===== src/rtl/mantissa_addsub_pipe.sv =====
// Two-stage sign-magnitude mantissa add/sub between exponent align and normalise/round.
// Stage 1 orders the magnitudes; stage 2 adds or subtracts and registers the result.
module mantissa_addsub_pipe #(
  parameter int unsigned MANT_W = 23
) (
  input  logic              clk,
  input  logic              rst_n,
  input  logic              flush,
  input  logic              in_valid,
  output logic              in_ready,
  input  logic              sign_a,
  input  logic              hid_a,
  input  logic [MANT_W-1:0] frac_a,
  input  logic              sign_b,
  input  logic              hid_b,
  input  logic [MANT_W-1:0] frac_b,
  input  logic              op,
  output logic              out_valid,
  input  logic              out_ready,
  output logic              res_sign,
  output logic              res_carry,
  output logic [MANT_W:0]   res_mag,
  output logic              res_zero
);

  localparam int unsigned MW = MANT_W + 1;

  logic [MW-1:0] ma, mb;
  logic          eff_sub_in, sb_eff_in, a_ge_b_in;

  logic          s1_valid_q, s1_valid_d;
  logic          s1_eff_sub_q, s1_a_ge_b_q, s1_sign_a_q, s1_sb_eff_q;
  logic [MW-1:0] s1_big_q, s1_sml_q;
  logic          out_valid_q, out_valid_d;

  logic          s2_ready, in_hs, move;

  logic [MW:0]   sum;
  logic [MW-1:0] diff;
  logic          sign_d, carry_d, zero_d;
  logic [MW-1:0] mag_d;

  assign ma         = {hid_a, frac_a};
  assign mb         = {hid_b, frac_b};
  assign sb_eff_in  = sign_b ^ op;
  assign eff_sub_in = sign_a ^ sb_eff_in;
  assign a_ge_b_in  = (ma >= mb);

  // in_ready is held low while reset is asserted, not just after it
  assign s2_ready  = !out_valid_q || out_ready;
  assign in_ready  = rst_n && !flush && (!s1_valid_q || s2_ready);
  assign in_hs     = in_valid && in_ready;
  assign move      = s1_valid_q && s2_ready && !flush;
  assign out_valid = out_valid_q;

  always_comb begin
    s1_valid_d  = s1_valid_q;
    out_valid_d = out_valid_q;
    if (flush) begin
      s1_valid_d  = 1'b0;
      out_valid_d = 1'b0;
    end else begin
      if (in_hs)     s1_valid_d = 1'b1;
      else if (move) s1_valid_d = 1'b0;
      if (move)           out_valid_d = 1'b1;
      else if (out_ready) out_valid_d = 1'b0;
    end
  end

  always_comb begin
    sum     = {1'b0, s1_big_q} + {1'b0, s1_sml_q};
    diff    = s1_big_q - s1_sml_q;
    sign_d  = s1_sign_a_q;
    carry_d = 1'b0;
    mag_d   = diff;
    if (!s1_eff_sub_q) begin
      carry_d = sum[MW];
      mag_d   = sum[MW-1:0];
      // BIG is the larger magnitude, so BIG==0 means both operands are zero
      if (s1_big_q == '0) sign_d = s1_sign_a_q & s1_sb_eff_q;
    end else if (diff == '0) begin
      sign_d = 1'b0;
    end else if (!s1_a_ge_b_q) begin
      sign_d = s1_sb_eff_q;
    end
    zero_d = (mag_d == '0) && !carry_d;
  end

  always_ff @(posedge clk or negedge rst_n) begin
    if (!rst_n) begin
      s1_valid_q  <= 1'b0;
      out_valid_q <= 1'b0;
    end else begin
      s1_valid_q  <= s1_valid_d;
      out_valid_q <= out_valid_d;
    end
  end

  always_ff @(posedge clk or negedge rst_n) begin
    if (!rst_n) begin
      s1_eff_sub_q <= 1'b0;
      s1_a_ge_b_q  <= 1'b0;
      s1_sign_a_q  <= 1'b0;
      s1_sb_eff_q  <= 1'b0;
      s1_big_q     <= '0;
      s1_sml_q     <= '0;
    end else if (in_hs) begin
      s1_eff_sub_q <= eff_sub_in;
      s1_a_ge_b_q  <= a_ge_b_in;
      s1_sign_a_q  <= sign_a;
      s1_sb_eff_q  <= sb_eff_in;
      s1_big_q     <= a_ge_b_in ? ma : mb;
      s1_sml_q     <= a_ge_b_in ? mb : ma;
    end
  end

  always_ff @(posedge clk or negedge rst_n) begin
    if (!rst_n) begin
      res_sign  <= 1'b0;
      res_carry <= 1'b0;
      res_mag   <= '0;
      res_zero  <= 1'b0;
    end else if (move) begin
      res_sign  <= sign_d;
      res_carry <= carry_d;
      res_mag   <= mag_d;
      res_zero  <= zero_d;
    end
  end

endmodule

===== config.mk =====
export PLATFORM = sky130hd
export DESIGN_NAME = mantissa_addsub_pipe
export DESIGN_NICKNAME = d
export VERILOG_FILES = /design/src/rtl/mantissa_addsub_pipe.sv
export SDC_FILE = /design/constraint.sdc
export NUM_CORES = 1
export LEC_CHECK = 0
export BUFFER_PORTS_ARGS = -buffer_cell sky130_fd_sc_hd__buf_2
export CAP_MARGIN = 20
export CELL_PAD_IN_SITES_DETAIL_PLACEMENT = 0
export CELL_PAD_IN_SITES_GLOBAL_PLACEMENT = 1
export CORE_MARGIN = 2
export CORE_UTILIZATION = 48
export CTS_CLUSTER_DIAMETER = 100
export DETAILED_ROUTE_END_ITERATION = 8
export MAX_ROUTING_LAYER = met4
export PLACE_DENSITY_LB_ADDON = 0.1
export SLEW_MARGIN = 30
export SYNTH_ARGS = -nofsm -noshare
export SYNTH_HDL_FRONTEND = slang
export SYNTH_SLANG_ARGS = --single-unit
export TNS_END_PERCENT = 1

===== constraint.sdc =====
create_clock -name clk -period 5.78 [get_ports clk]
set_clock_uncertainty 0.1 [all_clocks]
set_input_delay 0.578 -clock clk [delete_from_list [all_inputs] [get_ports clk]]
set_output_delay 0.578 -clock clk [all_outputs]
set_load 0.02 [all_outputs]

==> impl_summary.log, run 1 <==
[metrics] result of the run: completed
[metrics] via count of the first global-routing pass: between 6,000 and 7,000
[metrics] clock tree buffer depth: 2
[metrics] register clock-pin slew on the reported worst setup and hold paths: 0.07 ns
[metrics] Final Instance Count excl. Fillers: between 1,000 and 1,500
[metrics] Ys Warns: 0
[metrics] Yosys reg bits: between 80 and 90
[metrics] library cells used by synthesis: 70
[metrics] Crit Path Category: flop to flop
[metrics] CTS tree: yes
[metrics] library cell with the highest instance count after synthesis: sky130_fd_sc_hd__nand2_1
[metrics] Crit Path Max Fanout: 5
[metrics] post-route antenna net violation count: 0
[metrics] routed wire length per instance: between 15 and 20 microns
[metrics] Netlist Area Pre-Place: between 7000 and 8000 sq um
[metrics] core area: about 15,000 sq um
[metrics] worst slew pin tran: around 0.85 ns
[metrics] Layout Area Growth over Synthesis: 10.72%
[metrics] Switch Pwr: between 1 and 1.5 mW
[metrics] area of the die: about 16,000 sq um
[metrics] total of endpoints with negative setup slack in the final report: 0
[metrics] post-CTS resize count: 0
[metrics] Critical Path RT: 5.92 ns
[metrics] commonest cells in the synthesized netlist: sky130_fd_sc_hd__nand2_1, sky130_fd_sc_hd__o21ai_0, sky130_fd_sc_hd__dfrtp_1
[metrics] Total Power Consumption: 3.126 mW
[metrics] final core utilization: 0.5423
[metrics] Tot GR Track Use: 0.2618
[metrics] final total negative setup slack: 0 ns
[metrics] largest net degree at the start of global routing: ~100
[metrics] number of cells after detailed placement: about 1,100
[metrics] most instantiated flip-flop cell in the synthesis netlist: sky130_fd_sc_hd__dfrtp_1
[metrics] largest vdd supply drop: between 0.15 and 0.2 mV
[metrics] Slew Viols, Final: 0
[metrics] net switching fraction of the power: 0.4686
[metrics] R2R Setup Slk: between 1.5 and 2 ns
[metrics] deepest level of the CTS H-tree: 3
[metrics] Via density: 5.840
[metrics] dominant cells by area after synthesis: sky130_fd_sc_hd__dfrtp_1, sky130_fd_sc_hd__ha_1, sky130_fd_sc_hd__mux2i_1
[metrics] relative max-transition margin: 0.4321
[metrics] RSZ-0062 raised after global routing: false
[metrics] proportion of layout cells with a drive suffix above 1: 0.1374
[metrics] register share of total power: 0.268
[metrics] Overflow after GRT: 0
[metrics] post-DP HPWL: approximately 16 mm
[metrics] number of setup buffers added after CTS: 0
[metrics] share of the synthesized area in the top cell type: 0.2848
[metrics] syn_area_per_cell: 8.229 sq um
[metrics] Max-Cap Viols: 0
[metrics] iteration count of the initial detailed-routing pass: 8
[metrics] net count after synthesis: a little under 1,000
[metrics] Lkg Pwr: between 3 and 4 nW
[metrics] hold_buf cts: 0
[metrics] endpoint type of the worst setup path: flop
[metrics] number of CTS-inserted buffers: 9
[metrics] PD cells: 396.6 nW/um^2
[metrics] antenna violations before repair: 0
[metrics] vias after detailed routing: approximately 6,500
[metrics] die height: ~130 microns
[metrics] worst slack, placed: about 1.7 ns
[metrics] global-route wire length before repair: roughly 32 mm
[metrics] worst path setup slack after routing: between 1.5 and 2 ns
[metrics] Hold Vio Cnt, Final: 0
[metrics] number of clock sinks seen by CTS: between 80 and 90
[metrics] fillcell total: 1,403
[metrics] Logic pwr share: 0.561
[metrics] critical path arrival: roughly 4.3 ns
[metrics] Inserted Diodes: 0
[metrics] DR iter-0 viols: roughly 350
[metrics] final net count: 1,048
[metrics] number of remaining DRC errors: 0
[metrics] synthesized instance count: 865
[metrics] placement row count: 44
[metrics] Post-synth EDFFs: 0
[metrics] number of port buffers: 84
[metrics] Hold WC Path Type: input pin to asynchronous set/reset pin
[metrics] width of the die: ~130 microns
[metrics] total routed wirelength: ~20 mm
[metrics] internal power summed over all cells: ~1.7 mW
[metrics] async set-reset flop share out of synthesis: 1.000
[metrics] clock network fraction of design power: 0.171
[metrics] sort of element at the start of the critical path: flop
[metrics] most area-hungry cell type in the Yosys netlist: sky130_fd_sc_hd__dfrtp_1
[metrics] Top Ports: 85
[metrics] maximum clock frequency: 238.8 MHz
[metrics] crit share post-route: 0.7244
[metrics] worst-skew pair later-pin latency: roughly 0.35 ns
[metrics] buffer type at the clock tree root: sky130_fd_sc_hd__clkbuf_16
[metrics] effective utilization at floorplan: 0.4898
[metrics] routability congestion estimate from global placement: around 0.96
[metrics] Tmin final: ~4.2 ns
[metrics] proportion of synthesized chip area in sequential cells: 0.2848
[per-layer routing]
layer,up-vias,share of wire,GRT usage
met3,23,0.058,0.02804
li1,3195,-,-
met5,-,0,-
met1,3010,0.50,0.3869
met2,243,0.43,0.3806
met4,0,0.017,0.07563
[stage by stage]
step / cell area, sq um / hold slack [ns]
finish: 7881 / 0.03499
global route: 7881 / 0.05517
CTS: 7881 / 0.03614
detailed placement: 7609 / 0.3580
global placement: 7609 / 0.3519
floorplan: 7118 / 0.1824
[sequential cells by signal, indices dropped and copies added (netlist names)]
name	cells
s1_sb_eff_q	1
s1_valid_q	1
s1_eff_sub_q	1
res_zero	1
res_carry	1
out_valid	1
res_mag	24
res_sign	1
s1_a_ge_b_q	1
s1_big_q	24
s1_sml_q	24
s1_sign_a_q	1
[placed cells by master, fill, tap and decap left out, drive strengths merged, types with 5 or more instances in the layout]
cell type  count
a21oi         49
nand4         13
a221oi         5
inv           70
ha            71
mux2i         52
buf           90
nand2b        10
nor3          15
a211oi        11
dfrtp         81
a21o          15
o211ai         8
a2111oi        5
o31ai          8
nor4          13
mux2           7
o2111ai        6
o21a           9
xnor2         28
o21ai        100
xor2           7
o21bai         6
clkbuf        10
nand3         10
nor2          42
nand2        113
nor2b         11
[cells by family (layout without fill, tap and decap cells)]
| kind of cell | Yosys count | count (layout) | share of synthesized area |
|---|---|---|---|
| flops | 81 | 81 | 0.2848 |
| buf+inv | 116 | 175 | 0.06609 |
| simple gates | 245 | 245 | 0.1617 |
| fa+ha+maj | 73 | 73 | 0.1304 |
| mux | 59 | 59 | 0.08420 |
| xor+xnor | 35 | 35 | 0.04307 |
| compound gates | 256 | 256 | 0.2297 |
[power by group through the flow]
stage               Clock [mW]  Sequential [mW]  Combinational [mW]
finish                   0.536            0.838                1.75
global route             0.576            0.865                1.93
CTS                      0.548            0.841                1.73
detailed placement           0            0.851                1.73
global placement             0            0.840                1.73
floorplan                    0            0.924                1.18
[layout make-up]
class | count | area, sq um | share of cell area
sequential | 81 | 2027 | 0.2572
clock buffer | 10 | 229.0 | 0.02905
clock inverter | 6 | 43.79 | 0.005556
timing repair buffer | 90 | 467.9 | 0.05937
multi-input combinational | 668 | 4624 | 0.5868
tap | 184 | 230.2 | 0.02921
inverter | 69 | 259.0 | 0.03286
[worst paths after layout]
kind / startpoint / to / cells past startpoint
setup / recovery: s1_sml_q[1] / res_zero / 12
hold / removal: rst_n / res_mag[5] / 1
setup reg to reg: s1_sml_q[1] / res_zero / 12
hold reg to reg: res_mag[22] / res_mag[22] / 2
max in group asynchronous: rst_n / s1_big_q[15] / 2
min in group clk: flush / out_valid / 2
[critical path: stages (launching register included)]
cell and delay [ns]:
sky130_fd_sc_hd__dfrtp_1 0.46, sky130_fd_sc_hd__inv_1 0.07, sky130_fd_sc_hd__ha_1 0.30, sky130_fd_sc_hd__nor2b_1 0.22
sky130_fd_sc_hd__o2111ai_1 0.19, sky130_fd_sc_hd__a311oi_1 0.65, sky130_fd_sc_hd__o21a_1 0.26, sky130_fd_sc_hd__o2111ai_1 0.16
sky130_fd_sc_hd__a2111oi_0 0.42, sky130_fd_sc_hd__nand4_1 0.13, sky130_fd_sc_hd__or4b_1 0.48, sky130_fd_sc_hd__or4_1 0.42
sky130_fd_sc_hd__o41ai_2 0.21
Power figures use the tool's default switching activity.
==> inputs of run 2 (changes only) <==
CORE_UTILIZATION = 45   (was 48)
clock period = 4 ns   (was 5.78 ns; I/O delays follow)
==> impl_summary.log, run 2 (synthesis results as in run 1) <==
[metrics] R2R Path Start: s1_big_q[0]
[metrics] post-route antenna net violation count: 0
[metrics] routed wire length per instance: around 18 microns
[metrics] routability congestion estimate from global placement: around 0.95
[metrics] Max-Cap Viols: 0
[metrics] largest net degree at the start of global routing: between 60 and 70
[metrics] Hold Crit Depth: 2
[metrics] internal power summed over all cells: ~2.6 mW
[metrics] worst slack, placed: between 0.02 and 0.03 ns
[metrics] buffer type at the clock tree root: sky130_fd_sc_hd__clkbuf_16
[metrics] Via density: between 5 and 6
[metrics] total of endpoints with negative setup slack in the final report: 0
[metrics] clock network fraction of design power: 0.161
[metrics] Slew Viols, Final: 0
[metrics] worst path setup slack after routing: 0.1315 ns
[metrics] Hold WC Path Type: input pin to flop
[metrics] crit share post-route: 0.9671
[metrics] CTS tree: yes
[metrics] area of the die: around 17,000 sq um
[metrics] DR iter-0 viols: approximately 550
[metrics] global-route wire length before repair: 33.48 mm
[metrics] Logic pwr share: 0.591
[metrics] number of remaining DRC errors: 0
[metrics] PD cells: between 500 and 600 nW/um^2
[metrics] Tmin final: 3.868 ns
[metrics] placement row count: 45
[metrics] net switching fraction of the power: 0.4640
[metrics] largest registers: res_mag: 24 flops, s1_big_q: 24 flops, s1_sml_q: 24 flops
[metrics] Worst path top cell family by delay: simple AND/OR/NAND/NOR gates
[metrics] ordered cell list for the critical path: inv_1 > ha_1 > fa_2 > nor2b_4 > o2111a_2 > nor3_4 > nor2_1 > o21a_1 > a211oi_1 > xnor2_1 > buf_4 > or4b_1 > or4_1 > o41ai_2
[metrics] endpoint type of the worst setup path: flop
[metrics] number of port buffers: 84
[metrics] deepest level of the CTS H-tree: 3
[metrics] effective utilization at floorplan: 0.4648
[metrics] number of clock sinks seen by CTS: between 80 and 90
[metrics] Switch Pwr: approximately 2.3 mW
[metrics] Crit Path Category: flop to flop
[metrics] width of the die: approximately 130 microns
[metrics] Hold Worst Slack: 0.1261 ns
[metrics] total routed wirelength: ~21 mm
[metrics] Lkg Pwr: 3.988 nW
[metrics] sort of element at the start of the critical path: flop
[metrics] Crit Path Max Fanout: 5
[metrics] Layout Area Growth over Synthesis: 17.03%
[metrics] worst-skew pair later-pin latency: between 0.3 and 0.4 ns
[metrics] post-DP HPWL: 17.18 mm
[metrics] maximum clock frequency: about 260 MHz
[metrics] cell with the biggest individual delay on the critical path: sky130_fd_sc_hd__or4b_1
[metrics] Top Ports: 85
[metrics] iteration count of the initial detailed-routing pass: 5
[metrics] startpoint of the most critical hold path: flush
[metrics] most common library cell in the layout ignoring fill and taps: sky130_fd_sc_hd__nand2_1
[metrics] number of CTS-inserted buffers: 9
[metrics] R2R Setup Slk: roughly 0.13 ns
[metrics] result of the run: completed
[metrics] leading cell types in the layout, fill and taps excluded: sky130_fd_sc_hd__nand2_1, sky130_fd_sc_hd__o21ai_0, sky130_fd_sc_hd__buf_2
[metrics] relative max-transition margin: 0.5061
[metrics] worst path buffer plus inverter count: 2
[metrics] Critical Path RT: about 4.1 ns
[metrics] antenna violations before repair: 0
[metrics] register clock-pin slew on the reported worst setup and hold paths: around 0.07 ns
[metrics] final net count: 1,085
[metrics] Hold Vio Cnt, Final: 0
[metrics] Total Power Consumption: 4.850 mW
[metrics] via count of the first global-routing pass: 6,307
[metrics] Tot GR Track Use: 0.2660
[metrics] worst slew pin tran: 0.7331 ns
[metrics] capture endpoint of the worst hold path: out_valid
[metrics] critical path arrival: between 4 and 5 ns
[metrics] largest vdd supply drop: about 0.26 mV
[metrics] die height: approximately 130 microns
[metrics] register share of total power: 0.249
[metrics] depth of the worst register-to-register path: 14
[metrics] clock tree buffer depth: 2
[metrics] proportion of layout cells with a drive suffix above 1: 0.1967
[metrics] Inserted Diodes: 0
[metrics] endpoint of the most critical register-to-register path: res_zero
[metrics] fillcell total: ~1,500
[metrics] core area: ~15,000 sq um
[metrics] largest stage delay on the critical path: approximately 0.45 ns
[metrics] vias after detailed routing: 6,629
[metrics] Overflow after GRT: 0
==> run 2: worst max path at each step <==
stage,from,end,slack (ns),cells past startpoint
2_1_floorplan,s1_big_q[0],res_zero,0.39,13
3_3_place_gp,s1_big_q[16],res_zero,0.14,11
3_5_place_dp,s1_big_q[0],res_zero,0.03,13
4_1_cts,s1_big_q[0],res_zero,0.0005,13
5_1_grt,s1_big_q[0],res_zero,-0.008,14
6_report,s1_big_q[0],res_zero,0.13,14
==> run 2: metal layers <==
metal,part of all wire,vias up,track usage
li1,-,3268,-
met1,0.50,3068,0.3834
met2,0.41,252,0.3751
met3,0.058,41,0.03280
met4,0.033,0,0.1126
met5,0,-,-
==> run 2: power by group through the flow <==
stage                     Combinational [mW]  Sequential, mW  Clock (mW)
after floorplan                         1.70            1.34           0
after global placement                  2.74            1.21           0
after detailed placement                2.73            1.22           0
after CTS                               2.74            1.21       0.799
after global routing                    3.14            1.24       0.832
final                                   2.86            1.21       0.780
==> run 2: timing repair <==
| item | in CTS | in global routing |
|---|---|---|
| endpoints found under the hold margin | 27 | 0 |
| pin swaps | 0 | 5 |
| setup buffers | 0 | 1 |
| resized for setup | 1 | 30 |
| hold buffers | 1 | 0 |
| setup endpoints to repair | 1 | 1 |
==> run 2: stage by stage <==
step | setup TNS [ns] | utilization | cells | cell area, sq um
global placement | 0 | 0.5170 | 1154 | 7918
finish | 0 | 0.5440 | 1172 | 8330
floorplan | 0 | - | 865 | 7118
detailed placement | 0 | 0.5170 | 1154 | 7918
CTS | 0 | 0.5359 | 1171 | 8208
global route | -0.008148 | 0.5440 | 1172 | 8330
==> run 2: final cells by class <==
class	count	area, sq um	area share
clock buffer	11	242.7	0.02914
inverter	69	259.0	0.03109
sequential	81	2028	0.2435
multi-input combinational	668	4745	0.5695
timing repair buffer	127	760.7	0.09132
clock inverter	5	31.28	0.003755
tap	211	264.0	0.03169
